===== src/rtl/apu_frame_counter_if.sv =====
// CPU-side bundle for the APU frame counter: cycle strobe, $4017 write,
// $4015 read strobe and the three frame outputs.
interface apu_frame_counter_if;
  logic       cpu_clk;
  logic       frame_wren;
  logic [7:0] from_cpu;
  logic       status_rd;
  logic       e_pulse;
  logic       l_pulse;
  logic       frame_irq;

  // CPU / bus side drives the strobes and samples the outputs
  modport master (
    output cpu_clk, frame_wren, from_cpu, status_rd,
    input  e_pulse, l_pulse, frame_irq
  );

  // frame counter side
  modport slave (
    input  cpu_clk, frame_wren, from_cpu, status_rd,
    output e_pulse, l_pulse, frame_irq
  );
endinterface


===== src/rtl/apu_frame_counter.sv =====
// APU frame sequencer: 16-bit CPU-cycle step counter decoded into quarter-
// and half-frame pulses plus the 4-step frame IRQ. A $4017 write restarts the
// sequence WRITE_DELAY CPU cycles later; in 5-step mode that restart also
// fires an immediate quarter+half clock.
module apu_frame_counter #(
  parameter int WRITE_DELAY = 3
) (
  input logic               clk,
  input logic               rst,
  apu_frame_counter_if.slave bus
);

  localparam int PW = (WRITE_DELAY < 2) ? 1 : $clog2(WRITE_DELAY + 1);

  logic [15:0]   c;
  logic          mode;
  logic          irq_inhibit;
  logic [PW-1:0] pending;
  logic          quarter_q;
  logic          half_q;
  logic          irq_q;

  logic quarter_evt, half_evt, irq_evt, wrap, done, inhibit_eff;

  // decode the counter value as it stood before this cpu_clk edge
  always_comb begin
    quarter_evt = 1'b0;
    half_evt    = 1'b0;
    irq_evt     = 1'b0;
    wrap        = mode ? (c == 16'd37281) : (c == 16'd29829);
    if (bus.cpu_clk) begin
      quarter_evt = (c == 16'd7456) || (c == 16'd14912) || (c == 16'd22370) ||
                    (!mode && c == 16'd29828) || (mode && c == 16'd37280);
      half_evt    = (c == 16'd14912) ||
                    (!mode && c == 16'd29828) || (mode && c == 16'd37280);
      irq_evt     = !mode && ((c == 16'd29828) || (c == 16'd29829));
    end
    // a write on the same edge reloads the delay, so it cancels completion
    done        = bus.cpu_clk && !bus.frame_wren && (pending == PW'(1));
    // a coincident write's inhibit bit governs this edge's IRQ set
    inhibit_eff = bus.frame_wren ? bus.from_cpu[6] : irq_inhibit;
  end

  // sequencer, pending restart, registered pulses and the IRQ flag
  always_ff @(posedge clk) begin
    if (rst) begin
      c           <= '0;
      mode        <= 1'b0;
      irq_inhibit <= 1'b0;
      pending     <= '0;
      quarter_q   <= 1'b0;
      half_q      <= 1'b0;
      irq_q       <= 1'b0;
    end else begin
      quarter_q <= quarter_evt | (done & mode);
      half_q    <= half_evt    | (done & mode);

      if (bus.cpu_clk)
        c <= (done || wrap) ? 16'd0 : c + 16'd1;

      if (bus.frame_wren) begin
        mode        <= bus.from_cpu[7];
        irq_inhibit <= bus.from_cpu[6];
        pending     <= PW'(WRITE_DELAY);
      end else if (bus.cpu_clk && pending != '0) begin
        pending <= pending - PW'(1);
      end

      // write-clear beats set; set beats a status read
      if (bus.frame_wren && bus.from_cpu[6])
        irq_q <= 1'b0;
      else if (irq_evt && !inhibit_eff)
        irq_q <= 1'b1;
      else if (bus.status_rd)
        irq_q <= 1'b0;
    end
  end

  assign bus.e_pulse   = quarter_q;
  assign bus.l_pulse   = half_q;
  assign bus.frame_irq = irq_q;

endmodule

===== src/flat_wrapper.sv =====
// flat-port wrapper written by rule: the top's interface ports become plain ports
module apu_frame_counter_flat 
#(
  parameter int WRITE_DELAY = 3
)
  (clk, rst, bus_cpu_clk, bus_frame_wren, bus_from_cpu, bus_status_rd, bus_e_pulse, bus_l_pulse, bus_frame_irq);
  apu_frame_counter_if bus_i ();
  input logic clk;
  input logic rst;
  input wire logic [$bits(bus_i.cpu_clk)-1:0] bus_cpu_clk;
  input wire logic [$bits(bus_i.frame_wren)-1:0] bus_frame_wren;
  input wire logic [$bits(bus_i.from_cpu)-1:0] bus_from_cpu;
  input wire logic [$bits(bus_i.status_rd)-1:0] bus_status_rd;
  output wire logic [$bits(bus_i.e_pulse)-1:0] bus_e_pulse;
  output wire logic [$bits(bus_i.l_pulse)-1:0] bus_l_pulse;
  output wire logic [$bits(bus_i.frame_irq)-1:0] bus_frame_irq;
  assign bus_i.cpu_clk = bus_cpu_clk;
  assign bus_i.frame_wren = bus_frame_wren;
  assign bus_i.from_cpu = bus_from_cpu;
  assign bus_i.status_rd = bus_status_rd;
  assign bus_e_pulse = bus_i.e_pulse;
  assign bus_l_pulse = bus_i.l_pulse;
  assign bus_frame_irq = bus_i.frame_irq;
  apu_frame_counter #(.WRITE_DELAY(WRITE_DELAY)) u_core (.clk(clk), .rst(rst), .bus(bus_i));
endmodule

===== config.mk =====
export PLATFORM = sky130hd
export DESIGN_NAME = apu_frame_counter_flat
export DESIGN_NICKNAME = d
export VERILOG_FILES = /design/src/rtl/apu_frame_counter_if.sv /design/src/rtl/apu_frame_counter.sv /design/src/flat_wrapper.sv
export SDC_FILE = /design/constraint.sdc
export NUM_CORES = 1
export LEC_CHECK = 0
export CAP_MARGIN = 20
export CELL_PAD_IN_SITES_DETAIL_PLACEMENT = 2
export CELL_PAD_IN_SITES_GLOBAL_PLACEMENT = 2
export CORE_AREA = 2 2 87 68
export CTS_CLUSTER_SIZE = 14
export DETAILED_ROUTE_END_ITERATION = 10
export DIE_AREA = 0 0 89 70
export GPL_ROUTABILITY_DRIVEN = 0
export GPL_TIMING_DRIVEN = 0
export PLACE_DENSITY_LB_ADDON = 0.1
export SLEW_MARGIN = 20
export SYNTH_ARGS = -nofsm -noshare
export SYNTH_HDL_FRONTEND = slang
export SYNTH_SLANG_ARGS = --single-unit

===== constraint.sdc =====
create_clock -name clk -period 4.1 [get_ports clk]
set_clock_uncertainty 0.1 [all_clocks]
set_input_delay 1.025 -clock clk [delete_from_list [all_inputs] [get_ports clk]]
set_output_delay 1.025 -clock clk [all_outputs]
set_load 0.03 [all_outputs]

==> results of run 1 <==
[per-layer routing]
layer  GRT usage (%)  vias to the layer above  part of all wire [%]
met1            21.0                      573                    51
met4            3.48                        0                  0.80
met5               0                        -                     0
li1                -                      565                     -
met2            21.6                       10                    46
met3            2.48                        2                   2.3
[critical path: cells and delay by family]
kind	cells	cell delay, ps
compound gates	1	230
simple gates	4	1050
buf+inv	1	630
[per-stage QoR]
step | utilization [%] | total power, uW | instances
after floorplan | - | 266 | 150
after global placement | 27.0 | 284 | 236
after detailed placement | 27.0 | 287 | 236
after CTS | 27.8 | 435 | 240
after global routing | 27.8 | 450 | 240
final | 27.8 | 424 | 240
[layout make-up]
| class | instances | area (sq um) |
|---|---|---|
| fillers | 661 | 3990 |
| multi-input cells | 111 | 777 |
| flip-flops and latches | 23 | 460 |
| well taps | 78 | 97.6 |
| repair buffers | 8 | 80.1 |
| plain buffers | 11 | 56.3 |
| clock buffers | 4 | 45.0 |
| inverters | 5 | 18.8 |
[cell families (layout without fill, tap and decap cells)]
family                     count (synthesis)  after routing  share of synthesized area, %
and+or+nand+nor                           60             60                          26.1
AOI/OAI and AO/OA                         30             30                          17.2
DFF                                       23             23                          35.1
buffers and inverters                     16             28                          5.72
xor gates and xnor gates                  13             13                          8.67
adders and majority gates                  6              6                          5.72
muxes                                      2              2                          1.53
[synth_stat cells, types with 3 or more instances]
library cell	number	area share, %
clkbuf_1	6	1.7
xor2_1	9	6.0
xnor2_1	4	2.7
a211oi_1	14	8.0
nand3_1	6	2.3
a21oi_1	3	1.1
ha_1	6	5.7
inv_1	5	1.4
nand4_1	7	3.3
nand2b_1	5	2.4
dfxtp_1	23	35
nor3_1	6	2.3
nand2_1	7	2.0
nor2_1	12	3.4
o21ai_0	3	1.1
[flip-flops by register name (all words and copies together) (netlist names)]
name and flops:
u_core.bus.e_pulse 1, u_core.irq_inhibit 1, u_core.bus.l_pulse 1, u_core.c 16
u_core.bus.frame_irq 1, u_core.mode 1, u_core.pending 2
[final timing paths]
check / start / end / slack (ps) / cells past startpoint
max: bus_cpu_clk / u_core.c[15] / 1260 / 6
min: u_core.pending[1] / u_core.pending[1] / 420 / 2
max reg2reg: u_core.c[5] / u_core.c[8] / 1980 / 6
min reg2reg: u_core.pending[1] / u_core.pending[1] / 420 / 2
[report_power, final]
group / switching [uW] / internal (uW)
registers: 6.01 / 228
logic: 27.7 / 18.7
clock network: 74.1 / 69.4
==> run metrics, run 1 <==
total number of vias ~1200; first-pass GRT wire length 6.87 mm; total core area 5530 sq um; Yosys cell types slightly above 40; crit-path cells clkdlybuf4s50_1, and4_4, and4_4, nand3_2, or3_1, a221oi_2; Post-Syn Area ~1300 sq um; yosys warns 0; Tightest Pin Transition between 500 and 600 ps; Pleak just under 0.0005 uW; clock latency on the worst-skew pair 260 ps; # clock sinks 23; Root Buffer clkbuf_8; Critical Path Slowest Stage Cell clkdlybuf4s50_1; wire per inst between 15 and 20 um; CTS resizes 0; syn nets 169; post-route design area around 1500 sq um; max_slew headroom around three fifths; worst path arrival time between 2000 and 3000 ps; max-cap viol count 0; Max stage delay on crit path roughly 630 ps; worst vdd ir 0.000147 V; Req. time, crit path about 4200 ps; worst-path maximum fanout 7; cell mode on critical path and4_4; Min Clock Period, post-route 2840 ps; diode count 0; Power Dens Cells 276 nW/um^2; startpoint types input port; ys flop type dfxtp_1; Detailed Routing Iterations Pass 1 4; layout cells sized above 1 8.64%; Mapped Avg Cell Area approximately 9 sq um; initial core utilization between 20% and 30%; DRC viols 0; drt total wl ~3.9 mm; Fin Setup TNS 0 ps; most frequent cells in the layout 23 x dfxtp_1, 14 x a211oi_1, 12 x nor2_1; drt initial violations 25; buffer count from post-CTS setup fixing 0; die width between 80 and 90 um; initial antenna violation count 0; Post-CTS Hold Fix Bufs 0; Final HPWL DP 3.06 mm; Post-DRT Antenna Nets 0; Die Span Y 70 um; port bufs 8; Fin Hold WS between 400 and 500 ps; Cell Area, Placed about 1500 sq um; maximum operating frequency approximately 350 MHz; Tcrit/Tclk final between 60% and 70%; maximum root-to-sink buffer count 2; synthesis-to-layout area growth 17.0%; Setup Viol. Count Final 0; number of global-route vias before repair 1259; pre-CTS WS about 960 ps; most common cell after layout, fill and taps aside dfxtp_1; clock-pin slew on the worst setup and hold paths around 80 ps; worst hold path class reg2reg; vias per cell between 4 and 5; total track usage between 10% and 20%; Rows 24; sequential share of the synthesized area around a third; Crit Path Category in2reg; num ports 16; CTS Buf Count 3; total gr overflow 0; largest net degree at the start of global routing 13; FF+latch count, synth 23; Worst Setup End Kind register; Synth Instances 150; status completed; H-Tree Depth 1; setup ws final between 1000 and 1500 ps; Async S/R FF share, synth 0%; unrepaired setup endpoints after global routing false; CTS tree done; die area around 6200 sq um; endpoints failing hold 0; Final Slew Violations 0; Layout Nets around 180; Post-synth EDFFs 0
Note: power is estimated with default switching activity, not from simulation.
==> run 2: changes to the inputs <==
==> constraint.sdc (replaced) <==
create_clock -name clk -period 2.7 [get_ports clk]
set_clock_uncertainty 0.1 [all_clocks]
set_input_delay 0.675 -clock clk [delete_from_list [all_inputs] [get_ports clk]]
set_output_delay 0.675 -clock clk [all_outputs]
set_load 0.03 [all_outputs]
==> results of run 2 <==
Same layout as run 1 (identical final DEF). Status: completed.
Among the figures that moved: setup slack after placement 958 ps -> -92.3 ps; setup slack after layout 1260 ps -> 208 ps; register-to-register setup slack 1980 ps -> 580 ps; total power 424 uW -> 644 uW; worst IR drop on VDD 0.000147 V -> 0.000223 V
==> run 3: changes to the inputs <==
--- a/config.mk
+++ b/config.mk
@@ -14,7 +14,7 @@
 export DIE_AREA = 0 0 89 70
 export GPL_ROUTABILITY_DRIVEN = 0
 export GPL_TIMING_DRIVEN = 0
-export PLACE_DENSITY_LB_ADDON = 0.1
+export PLACE_DENSITY = 0.73
 export SLEW_MARGIN = 20
 export SYNTH_ARGS = -nofsm -noshare
 export SYNTH_HDL_FRONTEND = slang
==> run metrics, run 3 (synthesis gave the netlist of run 1 again) <==
Largest regs u_core.c x16, u_core.pending x2 (unchanged); largest net degree at the start of global routing 14 (was 13); total gr overflow 0 (unchanged); drt initial violations 48 (was 25); Final Slew Violations 0 (unchanged); unrepaired setup endpoints after global routing false (unchanged); Reg with most FFs u_core.c (unchanged); Post-DRT Antenna Nets 0 (unchanged); vias per cell 4.76 (was 4.79); worst vdd ir 0.000149 V (was 0.000223 V); Worst Reg2Reg Path Length in Cells 6 (unchanged); Core Util, Final 27.8% (about the same); Fin Setup TNS 0 ps (unchanged); max-cap viol count 0 (unchanged); RR Endpoint u_core.c[3] (was u_core.c[8]); # clock sinks 23 (unchanged); r2r setup slk 500 ps (was 580 ps); most frequent cells in the layout 23 x dfxtp_1, 14 x a211oi_1, 12 x nor2_1 (unchanged); H-Tree Depth 1 (unchanged); maximum operating frequency 416 MHz (was 401 MHz); buffer count from post-CTS setup fixing 0 (unchanged); layout cells sized above 1 9.26% (was 8.64%); initial core utilization 23.8% (unchanged); initial antenna violation count 0 (unchanged); crit path to u_core.c[15] (unchanged); Rows 24 (unchanged); worst path arrival time 2500 ps (was 2580 ps); diode count 0 (unchanged); Tightest Pin Transition 552 ps (was 590 ps); CTS tree done (unchanged); Power Dens Cells 426 nW/um^2 (was 419 nW/um^2); total core area 5530 sq um (unchanged); clock latency on the worst-skew pair 280 ps (was 260 ps); port bufs 8 (unchanged); Sw Pwr 177 uW (was 164 uW); worst-path maximum fanout 7 (unchanged); Worst Setup End Kind register (unchanged); first-pass GRT wire length 6.33 mm (was 6.87 mm); total track usage 13.4% (was 14.3%); wire per inst 15.9 um (was 16.2 um); synthesis-to-layout area growth 17.1% (was 17.0%); CTS resizes 0 (unchanged); DRC viols 0 (unchanged); Comb power frac 10.5% (was 10.9%); maximum root-to-sink buffer count 2 (unchanged); drt total wl 3.80 mm (was 3.88 mm); clock-pin slew on the worst setup and hold paths 90 ps (was 80 ps); Die Span Y 70 um (unchanged); Final HPWL DP 2.92 mm (was 3.06 mm); Root Buffer clkbuf_8 (unchanged); clock power share 35.2% (was 33.8%); Post-CTS Hold Fix Bufs 0 (unchanged); fin cells 240 (unchanged); CTS Buf Count 3 (unchanged); sequential fraction of design power 54.2% (was 55.2%); max FFs per register 16 (unchanged); die width 89 um (unchanged); Filler Cell Count 662 (was 661); Detailed Routing Iterations Pass 1 4 (unchanged); most common cell after layout, fill and taps aside dfxtp_1 (unchanged); max_slew headroom 63.2% (was 60.7%); total number of vias 1142 (was 1150); sw frac 27.0% (was 25.4%); endpoints failing hold 0 (unchanged); Tcrit/Tclk final 89.1% (was 92.3%); Pleak 0.000487 uW (was 0.000484 uW); num ports 16 (unchanged); startpoint types input port (unchanged); die area 6230 sq um (unchanged); number of global-route vias before repair 1245 (was 1259); Min Clock Period, post-route 2410 ps (was 2490 ps); worst hold path class reg2reg (unchanged); crit path from bus_cpu_clk (unchanged); P_int 478 uW (was 480 uW); R2R Path Start u_core.c[12] (was u_core.c[5]); Setup Viol. Count Final 0 (unchanged); Crit Path Category in2reg (unchanged); cell count after placement 236 (unchanged); Req. time, crit path 2790 ps (was 2780 ps); Layout Nets 182 (unchanged); status completed (unchanged)
==> run 3: cell count changes in the layout (fill, tap and decap cells not counted) <==
cell | previous run | this run
clkinv_2 | 0 | 1
clkbuf_1 | 7 | 6
==> run 3: worst min path at each step <==
stage                            start            endpoint  slack, ps  cells past startpoint
floorplan           u_core.irq_inhibit  u_core.irq_inhibit        360                      2
global placement     u_core.pending[1]   u_core.pending[1]        380                      2
detailed placement   u_core.pending[1]   u_core.pending[1]        390                      2
CTS                  u_core.pending[1]   u_core.pending[1]        410                      2
global route         u_core.pending[1]   u_core.pending[1]        490                      2
finish               u_core.pending[1]   u_core.pending[1]        410                      2
==> run 3: per-layer routing <==
metal	vias up	part of all wire [%]	global-route usage, %	routed length [um]
met5	-	0	0	0
met4	0	1.0	2.99	39
met3	4	2.4	3.19	91
met2	11	43	20.6	1640
met1	556	53	18.8	2030
li1	571	-	-	-
==> run 3: through the flow <==
step	power, uW	worst slack [ps]	hold WS, ps	cell area [sq um]
finish	655	295	409	1540
CTS	660	286	414	1540
global route	690	209	491	1540
floorplan	404	742	356	1310
global placement	430	1.21	385	1490
detailed placement	433	4.88	392	1490
==> run 3: final cells by class <==
cell class              instances  area, sq um  share of cell area [%]
multi-input cells             111          777                    50.6
inverters                       5         18.8                    1.22
well taps                      78         97.6                    6.35
repair buffers                  8         80.1                    5.21
plain buffers                  11         56.3                    3.66
flip-flops and latches         23          460                    30.0
clock buffers                   3         41.3                    2.69
clock inverters                 1         5.00                   0.326
==> run 3: power by group through the flow <==
stage | clock network, uW | logic, uW | registers [uW]
after floorplan | 0 | 43.8 | 361
after global placement | 0 | 67.6 | 363
after detailed placement | 0 | 69.8 | 363
after CTS | 234 | 70.4 | 355
after global routing | 254 | 79.4 | 357
final | 231 | 69.1 | 355
==> run 3: critical path, cell delays in order <==
cell and delay, ps:
clkdlybuf4s50_1 580, and4_4 280, and4_4 240, nand3_2 100, or3_1 380, a221oi_2 230
